### config.mk
export PLATFORM = sky130hd
export DESIGN_NAME = motoro3_pwm_capture
export DESIGN_NICKNAME = d
export VERILOG_FILES = /design/src/rtl/motoro3_pwm_capture.sv
export SDC_FILE = /design/constraint.sdc
export NUM_CORES = 1
export LEC_CHECK = 0
export BUFFER_PORTS_ARGS = -buffer_cell sky130_fd_sc_hd__buf_2
export CELL_PAD_IN_SITES_DETAIL_PLACEMENT = 1
export CELL_PAD_IN_SITES_GLOBAL_PLACEMENT = 2
export CORE_MARGIN = 2
export CORE_UTILIZATION = 36
export CTS_CLUSTER_SIZE = 10
export DETAILED_ROUTE_END_ITERATION = 16
export PLACE_DENSITY = 0.92
export SYNTH_ARGS = -nofsm -noshare
export SYNTH_HDL_FRONTEND = slang
export SYNTH_SLANG_ARGS = --single-unit
### constraint.sdc
create_clock -name clk -period 4.81 [get_ports clk]
set_input_delay 0.7215 -clock clk [delete_from_list [all_inputs] [get_ports clk]]
set_output_delay 0.7215 -clock clk [all_outputs]
set_load 0.02 [all_outputs]
### src/rtl/motoro3_pwm_capture.sv
// PWM feedback capture: synchronizes and de-glitches the gate-sense pin, then measures
// high time and period, and flags duty mismatch and a gate stuck high or low.
module motoro3_pwm_capture #(
    parameter int unsigned FILT_LEN = 2,
    parameter int unsigned TIMEOUT  = 4095
) (
    input  logic        clk,
    input  logic        rst,
    input  logic        m3r_capEn,
    input  logic        pwmIn,
    input  logic [11:0] m3r_pwmLenWant,
    input  logic [11:0] m3r_capTol,
    output logic [11:0] m3c_pwmHigh,
    output logic [12:0] m3c_pwmPeriod,
    output logic        m3c_capValid,
    output logic        m3c_dutyErr,
    output logic        m3c_stuckHigh,
    output logic        m3c_stuckLow,
    output logic        m3c_pwmLevel
);

    localparam int unsigned CW = 12;
    localparam int unsigned PW = 13;
    localparam int unsigned FW = 4;

    typedef enum logic [1:0] {
        S_IDLE = 2'd0,
        S_HIGH = 2'd1,
        S_LOW  = 2'd2
    } state_t;

    state_t         state_q, state_d;
    logic           sync1_q, sync1_d;
    logic           sync2_q, sync2_d;
    logic [FW-1:0]  filt_cnt_q, filt_cnt_d;
    logic           level_q, level_d;
    logic           level_dly_q, level_dly_d;
    logic [CW-1:0]  hi_cnt_q, hi_cnt_d;
    logic [CW-1:0]  lo_cnt_q, lo_cnt_d;
    logic [CW-1:0]  to_cnt_q, to_cnt_d;
    logic [CW-1:0]  pwm_high_q, pwm_high_d;
    logic [PW-1:0]  pwm_period_q, pwm_period_d;
    logic           cap_valid_q, cap_valid_d;
    logic           duty_err_q, duty_err_d;
    logic           stuck_high_q, stuck_high_d;
    logic           stuck_low_q, stuck_low_d;

    logic           rise_c;
    logic           fall_c;
    logic           timeout_c;
    logic [CW-1:0]  diff_c;

    function automatic logic [CW-1:0] sat_inc(input logic [CW-1:0] v);
        return (v == '1) ? v : v + CW'(1);
    endfunction

    // Next-state, counters and result registers
    always_comb begin
        state_d      = state_q;
        sync1_d      = pwmIn;
        sync2_d      = sync1_q;
        filt_cnt_d   = '0;
        level_d      = level_q;
        level_dly_d  = level_q;
        hi_cnt_d     = hi_cnt_q;
        lo_cnt_d     = lo_cnt_q;
        pwm_high_d   = pwm_high_q;
        pwm_period_d = pwm_period_q;
        cap_valid_d  = 1'b0;
        duty_err_d   = duty_err_q;
        stuck_high_d = stuck_high_q;
        stuck_low_d  = stuck_low_q;

        // Level only flips after FILT_LEN consecutive disagreeing samples
        if (sync2_q != level_q) begin
            if (filt_cnt_q == FW'(FILT_LEN - 1)) begin
                level_d = ~level_q;
            end else begin
                filt_cnt_d = filt_cnt_q + FW'(1);
            end
        end

        rise_c    = level_q & ~level_dly_q;
        fall_c    = ~level_q & level_dly_q;
        to_cnt_d  = (rise_c | fall_c) ? CW'(1) : sat_inc(to_cnt_q);
        timeout_c = !(rise_c | fall_c) && (to_cnt_d >= CW'(TIMEOUT));

        diff_c = (pwm_high_q >= m3r_pwmLenWant) ? (pwm_high_q - m3r_pwmLenWant)
                                                : (m3r_pwmLenWant - pwm_high_q);
        if (cap_valid_q) begin
            duty_err_d = (diff_c > m3r_capTol);
        end

        if (!m3r_capEn) begin
            state_d  = S_IDLE;
            hi_cnt_d = '0;
            lo_cnt_d = '0;
            to_cnt_d = '0;
        end else if (timeout_c) begin
            state_d  = S_IDLE;
            hi_cnt_d = '0;
            lo_cnt_d = '0;
            if (level_q) begin
                stuck_high_d = 1'b1;
            end else begin
                stuck_low_d = 1'b1;
            end
        end else begin
            case (state_q)
                S_IDLE: begin
                    if (rise_c) begin
                        state_d  = S_HIGH;
                        hi_cnt_d = CW'(1);
                        lo_cnt_d = '0;
                    end
                end
                S_HIGH: begin
                    if (fall_c) begin
                        state_d  = S_LOW;
                        lo_cnt_d = CW'(1);
                    end else begin
                        hi_cnt_d = sat_inc(hi_cnt_q);
                    end
                end
                S_LOW: begin
                    if (rise_c) begin
                        // Each rise closes the running period and opens the next one
                        pwm_high_d   = hi_cnt_q;
                        pwm_period_d = {1'b0, hi_cnt_q} + {1'b0, lo_cnt_q};
                        cap_valid_d  = 1'b1;
                        stuck_high_d = 1'b0;
                        stuck_low_d  = 1'b0;
                        state_d      = S_HIGH;
                        hi_cnt_d     = CW'(1);
                        lo_cnt_d     = '0;
                    end else begin
                        lo_cnt_d = sat_inc(lo_cnt_q);
                    end
                end
                default: begin
                    state_d  = S_IDLE;
                    hi_cnt_d = '0;
                    lo_cnt_d = '0;
                end
            endcase
        end
    end

    always_ff @(posedge clk) begin
        if (rst) begin
            state_q      <= S_IDLE;
            sync1_q      <= 1'b0;
            sync2_q      <= 1'b0;
            filt_cnt_q   <= '0;
            level_q      <= 1'b0;
            level_dly_q  <= 1'b0;
            hi_cnt_q     <= '0;
            lo_cnt_q     <= '0;
            to_cnt_q     <= '0;
            pwm_high_q   <= '0;
            pwm_period_q <= '0;
            cap_valid_q  <= 1'b0;
            duty_err_q   <= 1'b0;
            stuck_high_q <= 1'b0;
            stuck_low_q  <= 1'b0;
        end else begin
            state_q      <= state_d;
            sync1_q      <= sync1_d;
            sync2_q      <= sync2_d;
            filt_cnt_q   <= filt_cnt_d;
            level_q      <= level_d;
            level_dly_q  <= level_dly_d;
            hi_cnt_q     <= hi_cnt_d;
            lo_cnt_q     <= lo_cnt_d;
            to_cnt_q     <= to_cnt_d;
            pwm_high_q   <= pwm_high_d;
            pwm_period_q <= pwm_period_d;
            cap_valid_q  <= cap_valid_d;
            duty_err_q   <= duty_err_d;
            stuck_high_q <= stuck_high_d;
            stuck_low_q  <= stuck_low_d;
        end
    end

    assign m3c_pwmHigh   = pwm_high_q;
    assign m3c_pwmPeriod = pwm_period_q;
    assign m3c_capValid  = cap_valid_q;
    assign m3c_dutyErr   = duty_err_q;
    assign m3c_stuckHigh = stuck_high_q;
    assign m3c_stuckLow  = stuck_low_q;
    assign m3c_pwmLevel  = level_q;

endmodule

After elaboration in Yosys (flattened, before gate mapping)
Index checks and enable logic that the tools add are counted.
{"block": "word_totals", "rom_bits": 0, "latch_bits": 0, "ff_bits": 75, "mem_count": 0, "input_bits": 28, "ram_bits": 0}
{"block": "op_classes", "n_reduce_logical": 17, "mul": 0, "div": 0, "magnitude_cmp": 3, "shifts": 0, "eq_ne": 15, "bitwise_logic": 9, "muxes": 22, "n_addsub": 7}
{"operator": "two-way mux 12 bit", "n": 10}
{"operator": "adder 12 x 1 -> 12 bit (second input constant)", "n": 3}
{"operator": "== test 12 bit (second input constant)", "n": 3}
{"operator": "case mux 12 bit (3 select lines)", "n": 1}
{"operator": "case mux 12 bit (2 select lines)", "n": 1}
{"operator": "subtractor 12 bit", "n": 2}
{"operator": "adder 12 x 12 -> 13 bit", "n": 1}
{"operator": "greater-or-equal comparator 12 bit", "n": 1}
{"operator": "greater-or-equal comparator 12 bit (second input constant)", "n": 1}
{"operator": "greater-than comparator 12 bit", "n": 1}
{"operator": "!= test 2 bit (second input constant)", "n": 6}
{"operator": "AND reduction 4 bit", "n": 3}
{"operator": "two-way mux 1 bit", "n": 7}
{"operator": "NOT 1 bit", "n": 6}
{"operator": "AND reduction 3 bit", "n": 2}
{"operator": "OR reduction 3 bit", "n": 2}
{"operator": "adder 4 x 1 -> 4 bit (second input constant)", "n": 1}
{"operator": "== test 4 x 1 -> 1 bit (second input constant)", "n": 1}
{"operator": "two-way mux 2 bit", "n": 2}
{"operator": "case mux 2 bit (2 select lines)", "n": 1}
{"operator": "AND reduction 2 bit", "n": 2}
{"operator": "nonzero test 2 bit", "n": 2}
{"operator": "OR reduction 2 bit", "n": 2}
{"operator": "OR reduction 4 bit", "n": 1}
{"operator": "10 further kinds", "n": 11}

Longest topological paths before layout
Gate-level depths: netlist of the first run.
{"block": "logic_depth", "depth_word": 8, "mapped_depth": 19, "ltp_nobuf": 18}

Worst setup path before layout of the first run
OpenSTA, ideal clock, no wires.
{"block": "synth_path", "kind": "input -> register", "from": "input m3r_pwmLenWant[0]", "to": "register duty_err_q (netlist: m3c_dutyErr)", "setup_ps": 132, "t_arrival_ps": 3937, "setup_slack_ps": 741, "cell_stages": 17, "cell_sequence": "ha_1 -> inv_1 -> fa_1 -> a21o_1 -> a221oi_2 -> nand3_2 -> a211oi_4 -> buf_4 -> mux2_2 -> ha_1 -> nor2b_1 -> o21a_1 -> o21a_1 -> o21ai_0 -> o211ai_1 -> o311ai_0 -> a21oi_1"}
{"block": "synth_between", "elab_chain_len": 3, "elab_cells_between_ends": 5, "cone_classes": "add/sub (2); order compare (2); mux (1)"}
{"item": "start, declared", "line": "11", "rtl": "input logic [11:0] m3r_pwmLenWant,"}
{"item": "subtractor 12 bit, or another cell as far along", "line": "89", "rtl": ": (m3r_pwmLenWant - pwm_high_q);"}
{"item": "two-way mux 12 bit (*)", "line": "88", "rtl": "diff_c = (pwm_high_q >= m3r_pwmLenWant) ? (pwm_high_q - m3r_pwmLenWant)"}
{"item": "greater-than comparator 12 bit (*)", "line": "91", "rtl": "duty_err_d = (diff_c > m3r_capTol);"}
{"item": "end signal, assigned", "line": "179", "rtl": "duty_err_q <= duty_err_d;"}
{"item": "end, declared", "line": "44", "rtl": "logic duty_err_q, duty_err_d;"}
Mark *: on every way between the ends. The rest lies on a longest branch, timed or not.
A chain may end at the register's enable or synchronous reset.

Worst setup path in the final report of the first run
Same ends and word-level chain as after synthesis.

==> results of run 1 <==
power by group:
group / total (mW) / leakage, nW / switching (mW) / internal [mW]
Sequential: 0.626 / 0.605 / 0.00260 / 0.624
Clock: 0.740 / 0.159 / 0.258 / 0.482
Combinational: 0.127 / 1.93 / 0.0725 / 0.0541
Total: 1.49 / 2.69 / 0.334 / 1.16
registers in the layout, summed over array words and instances (netlist names):
signal / count
m3c_stuckLow: 1
lo_cnt_q: 12
level_dly_q: 1
m3c_pwmHigh: 12
to_cnt_q: 12
hi_cnt_q: 12
m3c_stuckHigh: 1
m3c_dutyErr: 1
m3c_capValid: 1
sync2_q: 1
m3c_pwmLevel: 1
m3c_pwmPeriod: 13
sync1_q: 1
state_q: 2
filt_cnt_q: 4
stage by stage:
step / power (mW) / setup WS [ns] / area, sq um / util, %
floorplan: 0.728 / 0.741 / 5220 / -
global placement: 0.759 / 0.635 / 5620 / 40.0
detailed placement: 0.767 / 0.505 / 5620 / 40.0
CTS: 1.51 / 0.857 / 5950 / 42.3
global route: 1.55 / 0.553 / 5950 / 42.3
finish: 1.49 / 0.828 / 5950 / 42.3
cells by family after synthesis:
group | Yosys count | synth area share (%)
AND/OR/NAND/NOR | 208 | 19.5
AO/OA/AOI/OAI | 129 | 16.9
flip-flops | 75 | 28.8
buffers and inverters | 74 | 6.19
adder cells (fa/ha/maj) | 61 | 15.1
XOR/XNOR | 45 | 7.56
multiplexers | 31 | 6.00
worst min path at each step:
stage	to	cells past startpoint	slack, ns
CTS	sync2_q	1	0.46
floorplan	sync2_q	1	0.41
global route	sync2_q	1	0.47
detailed placement	sync2_q	1	0.44
finish	sync2_q	1	0.45
global placement	sync2_q	1	0.43
per-layer routing:
metal | vias to the layer above | global-route usage, % | wire [um]
met2 | 60 | 33.2 | 7060
met1 | 2185 | 20.9 | 6050
li1 | 2280 | - | -
met3 | 26 | 3.31 | 368
met4 | 0 | 6.08 | 292
met5 | - | 0 | 0
placed cells by master (no fill, tap or decap), drive strengths merged, types with 14 or more instances in the layout:
| master | synthesis | layout |
|---|---|---|
| a21o | 16 | 16 |
| a21oi | 38 | 38 |
| buf | 13 | 59 |
| dfxtp | 75 | 75 |
| ha | 58 | 58 |
| inv | 50 | 50 |
| mux2i | 29 | 29 |
| nand2 | 30 | 30 |
| nand3 | 19 | 19 |
| nand4 | 14 | 14 |
| nor2 | 81 | 81 |
| o21ai | 14 | 14 |
| xnor2 | 30 | 30 |
| xor2 | 15 | 15 |
cell type report:
class                      count  area [sq um]
inverter                      50           188
timing repair buffer          59           300
clock buffer                  12           256
multi-input combinational    474          3400
tap                          180           225
sequential                    75          1500
fill                        1708          8100
clock inverter                 4          72.6
worst register-to-register path, delay by kind of cell, from the launching register on:
family	cells	cell delay, ns
AOI/OAI and AO/OA	9	1.57
adders and majority gates	3	0.87
buffers and inverters	3	0.36
DFF	1	0.35
muxes	1	0.36
and+or+nand+nor	2	0.27
==> metrics.md, run 1 <==
| Metric | Value |
|---|---|
| # H-tree levels | `3` |
| WP data required | `about 5.0 ns` |
| CTS tree | `built` |
| Fin crit period | `3.98 ns` |
| Final hold slack | `around 0.45 ns` |
| Leak pwr | `2.69 nW` |
| Initial Util | `between 30% and 40%` |
| Vias in the first global route | `4,857` |
| DR vias/cell | `5.33` |
| ANT nets after route | `0` |
| Total die area | `15,500 sq um` |
| Worst path depth | `18` |
| Startpoint Class | `primary input` |
| Crit Path Max Fanout | `10` |
| Critical path class | `primary input to flop` |
| Crit path buffers/inverters | `3` |
| Slew Limit Fails | `0` |
| Worst-skew pair later-pin latency | `0.34 ns` |
| Number of synthesized register bits | `75` |
| Port Buffers | `57` |
| Number of synthesized flops with an enable pin | `0` |
| Post-CTS Setup Bufs | `0` |
| Slew of the pin with the lowest slew margin | `approximately 1.1 ns` |
| TritonRoute pass-1 iters | `4` |
| Setup crit end | `m3c_dutyErr` |
| Post-synthesis sequential area ratio | `28.8%` |
| Post-route clock period utilization | `82.8%` |
| Worst path top cell family by delay | `compound AO/OA/AOI/OAI gates` |
| Hold Path Class | `flop to flop` |
| Clk_skew | `between 0.008 and 0.009 ns` |
| Starting DRT DRC Count | `146` |
| Detailed-route via count | `4,551` |
| Worst setup path startpoint | `m3r_pwmLenWant[0]` |
| Total global-route track usage | `between 10% and 20%` |
| Die Y | `about 120 um` |
| Final hold violation count | `0` |
| Total congestion overflow | `0` |
| Mapped Nets | `slightly above 700` |
| Reg2reg start | `m3c_pwmHigh[0]` |
| Reg-to-reg critical path endpoint | `m3c_dutyErr` |
| Achievable Freq | `251 MHz` |
| Hpwl dp | `10,700 um` |
| CP Cell Sequence | `buf_2, ha_1, inv_1, fa_1, a21o_1, a221oi_2, nand3_2, a211oi_4, buf_4, mux2_2, ha_1, nor2b_1, o21a_1, o21a_1, o21ai_0, o211ai_1, o311ai_0, a21oi_1` |
| Final setup viols | `0` |
| Number of antenna repair diodes | `0` |
| Slowest stage delay, CP | `0.42 ns` |
| Area leader, netlist | `dfxtp_1` |
| Finished Layout Cells | `854` |
| Internal reg-to-reg setup slack | `around 0.9 ns` |
| Placeable core area | `roughly 14,000 sq um` |
| Crit. End Element | `flop` |
| Top-area cell type share of the netlist area | `28.8%` |
| Initial antenna violation count | `0` |
| Peak VDD IR | `0.000139 V` |
| Synth unique cells | `57` |
| Placed insts | `838` |
| Fin nets | `758` |
| TritonCTS Buffers | `9` |
| Max-cap violations | `0` |
| Top-level I/O count | `58` |
| Main synth FF type | `dfxtp_1` |
| Clock Path Buffers | `2` |
| Clock Sinks | `between 70 and 80` |
| Setup TNS | `0 ns` |
| Yosys Warn Count | `0` |
| Gate Count Post-Synth | `623` |
| Share of layout cells above drive strength 1 | `a little over an eighth` |
| Hold-fix buffers, CTS | `0` |
| Placer Congestion | `0.887` |
| Synthesis-to-finish area growth | `14.0%` |
| Drc violations | `0` |
| Synth area leaders | `dfxtp_1, ha_1, nor2_1` |
| First-pass GRT wire length | `23,300 um` |
| Wire per inst | `16.1 um` |
| Outcome | `complete, no violations` |
| Clock Tree Root | `clkbuf_16` |
| Rows | `43` |
| Most common cell in the netlist | `nor2_1` |
| Slew HR | `approximately a quarter` |
| Reg2reg path depth | `18` |
| Leading post-synthesis cells by instance count | `nor2_1, dfxtp_1, ha_1` |
| Synth Cell Area | `approximately 5200 sq um` |
| Die X | `124 um` |
| Pin count of the biggest net entering global routing | `35` |
| Cts repair resizes | `0` |
| Pwr/cell area | `between 200 and 300 nW/um^2` |
| RSZ-0062 raised after global routing | `no` |
| Slowest-stage cell, CP | `fa_1` |
| Avg Cell Area, Syn | `8.37 sq um` |
| Critical Path AT | `4.18 ns` |
| Async set-reset flop share out of synthesis | `0%` |
| Worst-path clk slew | `approximately 0.060 ns` |
| Hold_sp | `sync1_q` |
| Routed wire length | `13,800 um` |
(Power assumes the default switching activity.)
==> run 2: changes to the inputs <==
- CORE_UTILIZATION: 36 -> 32
- PLACE_DENSITY: 0.92 -> 0.87
- clock period: 4.81 -> 3.6 ns (I/O delays scaled with it)
==> run 2 against run 1 <==
Effect of this change: the flow now finishes with violations (setup timing); first-iteration DRC count is 32% higher; worst hold slack got worse by 0.037 ns; core utilization down 2.4 points; critical endpoint unchanged; via count is 3.5% higher; flip-flop and latch count is the same; clock power grew 54%; sequential share of layout area down 1.6 points.
==> metrics.md, run 2 (same netlist as run 1, synthesis figures left out) <==
| Metric | Value |
|---|---|
| Hold-fix buffers, CTS | `0` |
| Port Buffers | `57` |
| Most common cell after layout, fill and taps aside | `nor2_1` |
| WP data required | `3.80 ns` |
| Die X | `approximately 130 um` |
| Seq pwr share | `38.6%` |
| Total die area | `around 17,000 sq um` |
| Peak VDD IR | `between 0.0002 and 0.00025 V` |
| Die Y | `132 um` |
| Clock Sinks | `75` |
| Sw frac | `~22%` |
| Final hold violation count | `0` |
| Worst-path clk slew | `0.06 ns` |
| Number of antenna repair diodes | `0` |
| DR vias/cell | `between 5 and 6` |
| Failing checks | `setup timing` |
| Routed wire length | `14,500 um` |
| Placeable core area | `about 16,000 sq um` |
| Worst path top cell family by delay | `compound AO/OA/AOI/OAI gates` |
| Comb power frac | `8.7%` |
| Clock Path Buffers | `2` |
| Clk pwr share | `a little over half` |
| Detailed-route via count | `between 4,000 and 5,000` |
| DR WL met3 | `444 um` |
| First-pass GRT wire length | `23,700 um` |
| Crit Path Max Fanout | `4` |
| Initial Util | `about a third` |
| Slew of the pin with the lowest slew margin | `between 0.6 and 0.7 ns` |
| Achievable Freq | `~270 MHz` |
| Total congestion overflow | `0` |
| TritonCTS Buffers | `9` |
| Wire per inst | `~16 um` |
| Crit. End Element | `flop` |
| Final setup viols | `1` |
| Met1 Wirelength | `6240 um` |
| Total global-route track usage | `16.6%` |
| Rows | `46` |
| Psw | `479 uW` |
| Post-route design area | `6350 sq um` |
| Startpoint Class | `flop` |
| Starting DRT DRC Count | `193` |
| Synthesis-to-finish area growth | `21.8%` |
| Leak pwr | `2.88 nW` |
| Initial antenna violation count | `0` |
| Critical Path AT | `3.88 ns` |
| # H-tree levels | `3` |
| Post-placement cell area | `5880 sq um` |
| Setup TNS | `-0.0833 ns` |
| Slew HR | `55.7%` |
| TritonRoute pass-1 iters | `4` |
| Routed wl met2 | `7540 um` |
| Drc violations | `0` |
| Slew Limit Fails | `0` |
| Worst-skew pair later-pin latency | `~0.34 ns` |
| CTS tree | `built` |
| CP Cell Sequence | `inv_2, ha_4, inv_2, fa_2, a21o_1, a221oi_2, nand3_2, a211oi_4, buf_4, buf_2, a21oi_1, xor2_1, ha_1, a21o_1, a21o_1, a21oi_1, o211ai_1, o311ai_1, a21oi_1` |
| Slowest stage delay, CP | `~0.40 ns` |
| Outcome | `finished with violations` |
| Max-cap violations | `0` |
| Clock Tree Root | `clkbuf_16` |
| Hpwl dp | `11,200 um` |
| P_int | `about 1.7 mW` |
| Vias in the first global route | `4,913` |
| Hold Path Class | `primary input to flop` |
| Max reg flops | `13` |
| ANT nets after route | `0` |
| Fin nets | `roughly 790` |
| Crit path buffers/inverters | `4` |
| Final worst slack | `-0.0833 ns` |
| Placer Congestion | `0.982` |
| Critical path class | `flop to flop` |
| Share of layout cells above drive strength 1 | `19.0%` |
| Fin crit period | `3.68 ns` |
| Top Metal Used | `met4` |
| Clk_skew | `0.00911 ns` |
| Pin count of the biggest net entering global routing | `35` |
| Final core utilization | `40.0%` |
| RSZ-0062 raised after global routing | `yes` |
| Slowest-stage cell, CP | `fa_2` |
| Top-level I/O count | `58` |
| Pwr/cell area | `around 340 nW/um^2` |
| Most frequent cells in the layout | `nor2_1, dfxtp_1, buf_2` |
| Post-route clock period utilization | `102%` |
[run 2: final timing paths]
| path | from | cells after the start | to | slack [ns] |
|---|---|---|---|---|
| worst min-delay path | pwmIn | 2 | sync1_q | 0.41 |
| worst max register to register | m3c_pwmHigh[0] | 19 | m3c_dutyErr | -0.08 |
| worst max-delay path | m3c_pwmHigh[0] | 19 | m3c_dutyErr | -0.08 |
| worst min register to register | sync1_q | 1 | sync2_q | 0.44 |
[run 2: cell type report]
type / count / area [sq um]
Fill cell: 1913 / 9540
Sequential cell: 75 / 1500
Multi-Input combinational cell: 474 / 3460
Tap cell: 216 / 270
Inverter: 50 / 188
Timing Repair Buffer: 92 / 557
Clock inverter: 6 / 136
Clock buffer: 10 / 239
[run 2: worst register-to-register path: stages, from the launching register on]
cell      delay (ns)
dfxtp_2         0.32
inv_2           0.07
ha_4            0.14
inv_2           0.04
fa_2            0.40
a21o_1          0.23
a221oi_2        0.29
nand3_2         0.14
a211oi_4        0.34
buf_4           0.16
buf_2           0.13
a21oi_1         0.08
xor2_1          0.15
ha_1            0.30
a21o_1          0.16
a21o_1          0.18
a21oi_1         0.15
o211ai_1        0.09
o311ai_1        0.08
a21oi_1         0.10
[run 2: layer usage]
metal / up-vias / global-route usage [%]
met1: 2294 / 18.6
met3: 20 / 3.59
met5: - / 0
li1: 2337 / -
met2: 59 / 31.2
met4: 0 / 5.25
[run 2: metrics by stage]
step           power (mW)  instances  hold WS, ns  worst slack, ns
2_1_floorplan       0.976        623        0.414           -0.117
3_3_place_gp         1.03        901        0.420           -0.268
3_5_place_dp         1.04        901        0.443           -0.355
4_1_cts              2.18        918        0.409          -0.0351
5_1_grt              2.24        923        0.425           -0.355
6_report             2.17        923        0.414          -0.0833
[run 2: power by group through the flow]
stage / logic [mW] / registers, mW / clock network (mW)
3_5_place_dp: 0.185 / 0.855 / 0
4_1_cts: 0.186 / 0.837 / 1.16
5_1_grt: 0.213 / 0.837 / 1.19
6_report: 0.189 / 0.837 / 1.14
3_3_place_gp: 0.175 / 0.855 / 0
2_1_floorplan: 0.122 / 0.854 / 0
[run 2: what timing repair did]
| action | in CTS | in global routing |
|---|---|---|
| cloned | 1 | 0 |
| buffers inserted | 0 | 5 |
| pin swaps | 3 | 14 |
| setup endpoints to repair | 1 | 1 |
| resized for setup | 2 | 11 |
| endpoints found under the hold margin | 0 | 0 |
==> run 3: changes to the inputs <==
- REMOVE_ABC_BUFFERS: unset -> 1
==> run 3 against run 2 <==
Effect of this change: critical endpoint unchanged; combinational power grew 2%; the flow still finishes with violations (setup timing); register-to-register slack is essentially flat; clock skew shrank 0.00085 ns; final area shrank 0.73%; first-iteration DRC count shrank 3.6%; clock power shrank 23%; total power shrank 12%; global-route usage grew 0.32 points; cell count grew 0.76%; worst hold slack lost 0.018 ns; via count is essentially flat; sequential power is essentially flat.
==> metrics.md, run 3 (same netlist as run 1, synthesis figures left out) <==
| Metric | Value |
|---|---|
| Placeable core area | `15,900 sq um` |
| Slew HR | `54.0%` |
| Final Power | `1.90 mW` |
| Critical path class | `flop to flop` |
| Post-placement cell area | `5930 sq um` |
| Post-route design area | `6300 sq um` |
| Vias in the first global route | `5,080` |
| Final worst slack | `-0.0916 ns` |
| Pwr/cell area | `302 nW/um^2` |
| Placer Congestion | `0.922` |
| Setup TNS | `-0.0916 ns` |
| WP data required | `3.81 ns` |
| Post-route clock period utilization | `103%` |
| Leak pwr | `~2.9 nW` |
| Number of antenna repair diodes | `0` |
| Multi-input gate area | `3440 sq um` |
| Clock Sinks | `75` |
| RSZ-0062 raised after global routing | `yes` |
| Crit. End Element | `flop` |
| Total die area | `17,300 sq um` |
| Detailed-route via count | `4,713` |
| Port Buffers | `57` |
| Crit Path Max Fanout | `5` |
| Startpoint Class | `flop` |
| Worst-skew pair later-pin latency | `0.35 ns` |
| Clock Tree Root | `clkbuf_16` |
| Achievable Freq | `271 MHz` |
| Initial antenna violation count | `0` |
| # fillers | `1,944` |
| Pre-CTS setup slack | `-0.466 ns` |
| TritonRoute pass-1 iters | `4` |
| Total congestion overflow | `0` |
| DR vias/cell | `5.07` |
| Hold Path Class | `primary input to flop` |
| Fin nets | `798` |
| Critical Path AT | `3.90 ns` |
| # H-tree levels | `3` |
| Clk_skew | `0.00825 ns` |
| Die Y | `132 um` |
| Worst-path clk slew | `roughly 0.07 ns` |
| Wire per inst | `15.5 um` |
| Pin count of the biggest net entering global routing | `35` |
| CTS tree | `built` |
| Outcome | `finished with violations` |
| Share of layout cells above drive strength 1 | `19.2%` |
| Synthesis-to-finish area growth | `20.9%` |
| First-pass GRT wire length | `between 20,000 and 25,000 um` |
| Slew of the pin with the lowest slew margin | `0.691 ns` |
| Max reg flops | `13` |
| Starting DRT DRC Count | `186` |
| Routed wire length | `roughly 14,000 um` |
| Most common cell after layout, fill and taps aside | `nor2_1` |
| DR WL met3 | `400 um` |
| Die X | `132 um` |
| Hpwl dp | `11,400 um` |
| Register area | `~1500 sq um` |
| Drc violations | `0` |
| Final setup viols | `1` |
| Max-cap violations | `0` |
| Clock Path Buffers | `2` |
| Most frequent cells in the layout | `nor2_1, dfxtp_1, buf_2` |
| Failing checks | `setup timing` |
| Met1 Wirelength | `6260 um` |
| Top Metal Used | `met4` |
| ANT nets after route | `0` |
| Total global-route track usage | `17.0%` |
| Final hold violation count | `0` |
| Slew Limit Fails | `0` |
| Fin crit period | `3.69 ns` |
| Routed wl met2 | `~7400 um` |
| Initial Util | `32.8%` |
| Rows | `46` |
| TritonCTS Buffers | `9` |
| Peak VDD IR | `0.000221 V` |
| Placed insts | `just over 900` |
| Finished Layout Cells | `930` |
| Top-level I/O count | `58` |
-- run 3: critical path: stages (launching register included) --
cell	delay, ns
dfxtp_2	0.32
inv_2	0.06
ha_4	0.14
inv_2	0.04
fa_2	0.35
a21o_1	0.20
a221oi_2	0.28
nand3_2	0.13
a211oi_4	0.24
buf_6	0.15
buf_4	0.11
buf_6	0.09
a211oi_1	0.05
a21oi_1	0.16
xor2_1	0.18
ha_1	0.27
a21o_1	0.17
a21o_1	0.18
a21oi_2	0.14
o211ai_1	0.09
o311ai_1	0.08
a21oi_1	0.10
-- run 3: path summary, 6_finish.rpt --
kind | from | slack (ns) | end | cells after the start
worst max-delay path | m3c_pwmHigh[0] | -0.09 | m3c_dutyErr | 21
worst min-delay path | pwmIn | 0.40 | sync1_q | 2
worst max register to register | m3c_pwmHigh[0] | -0.09 | m3c_dutyErr | 21
worst min register to register | sync1_q | 0.45 | sync2_q | 1
-- run 3: layout make-up --
class | instances | area share (%)
well taps | 216 | 4.29
inverters | 50 | 2.98
multi-input cells | 474 | 54.5
clock inverters | 7 | 0.953
repair buffers | 99 | 9.85
flip-flops and latches | 75 | 23.8
clock buffers | 9 | 3.57
-- run 3: power breakdown --
part,switching [mW],internal [mW]
clock network,0.396,0.477
logic,0.104,0.0897
registers,0.00339,0.833
-- run 3: metal layers --
metal  track usage (%)  up-vias
li1                  -     2355
met1              18.8     2266
met2              31.6       70
met3              2.78       22
met4              7.49        0
met5                 0        -
-- run 3: metrics by stage --
stage,util [%],hold slack (ns)
CTS,39.4,0.388
global placement,37.3,0.426
finish,39.7,0.396
detailed placement,37.3,0.441
floorplan,-,0.414
global route,39.7,0.423
-- run 3: timing repair --
item,in CTS,in global routing
resized for setup,8,5
setup buffers,1,5
hold buffers,0,0
endpoints found under the setup margin,1,1
pin swaps,8,13
gates cloned,0,0
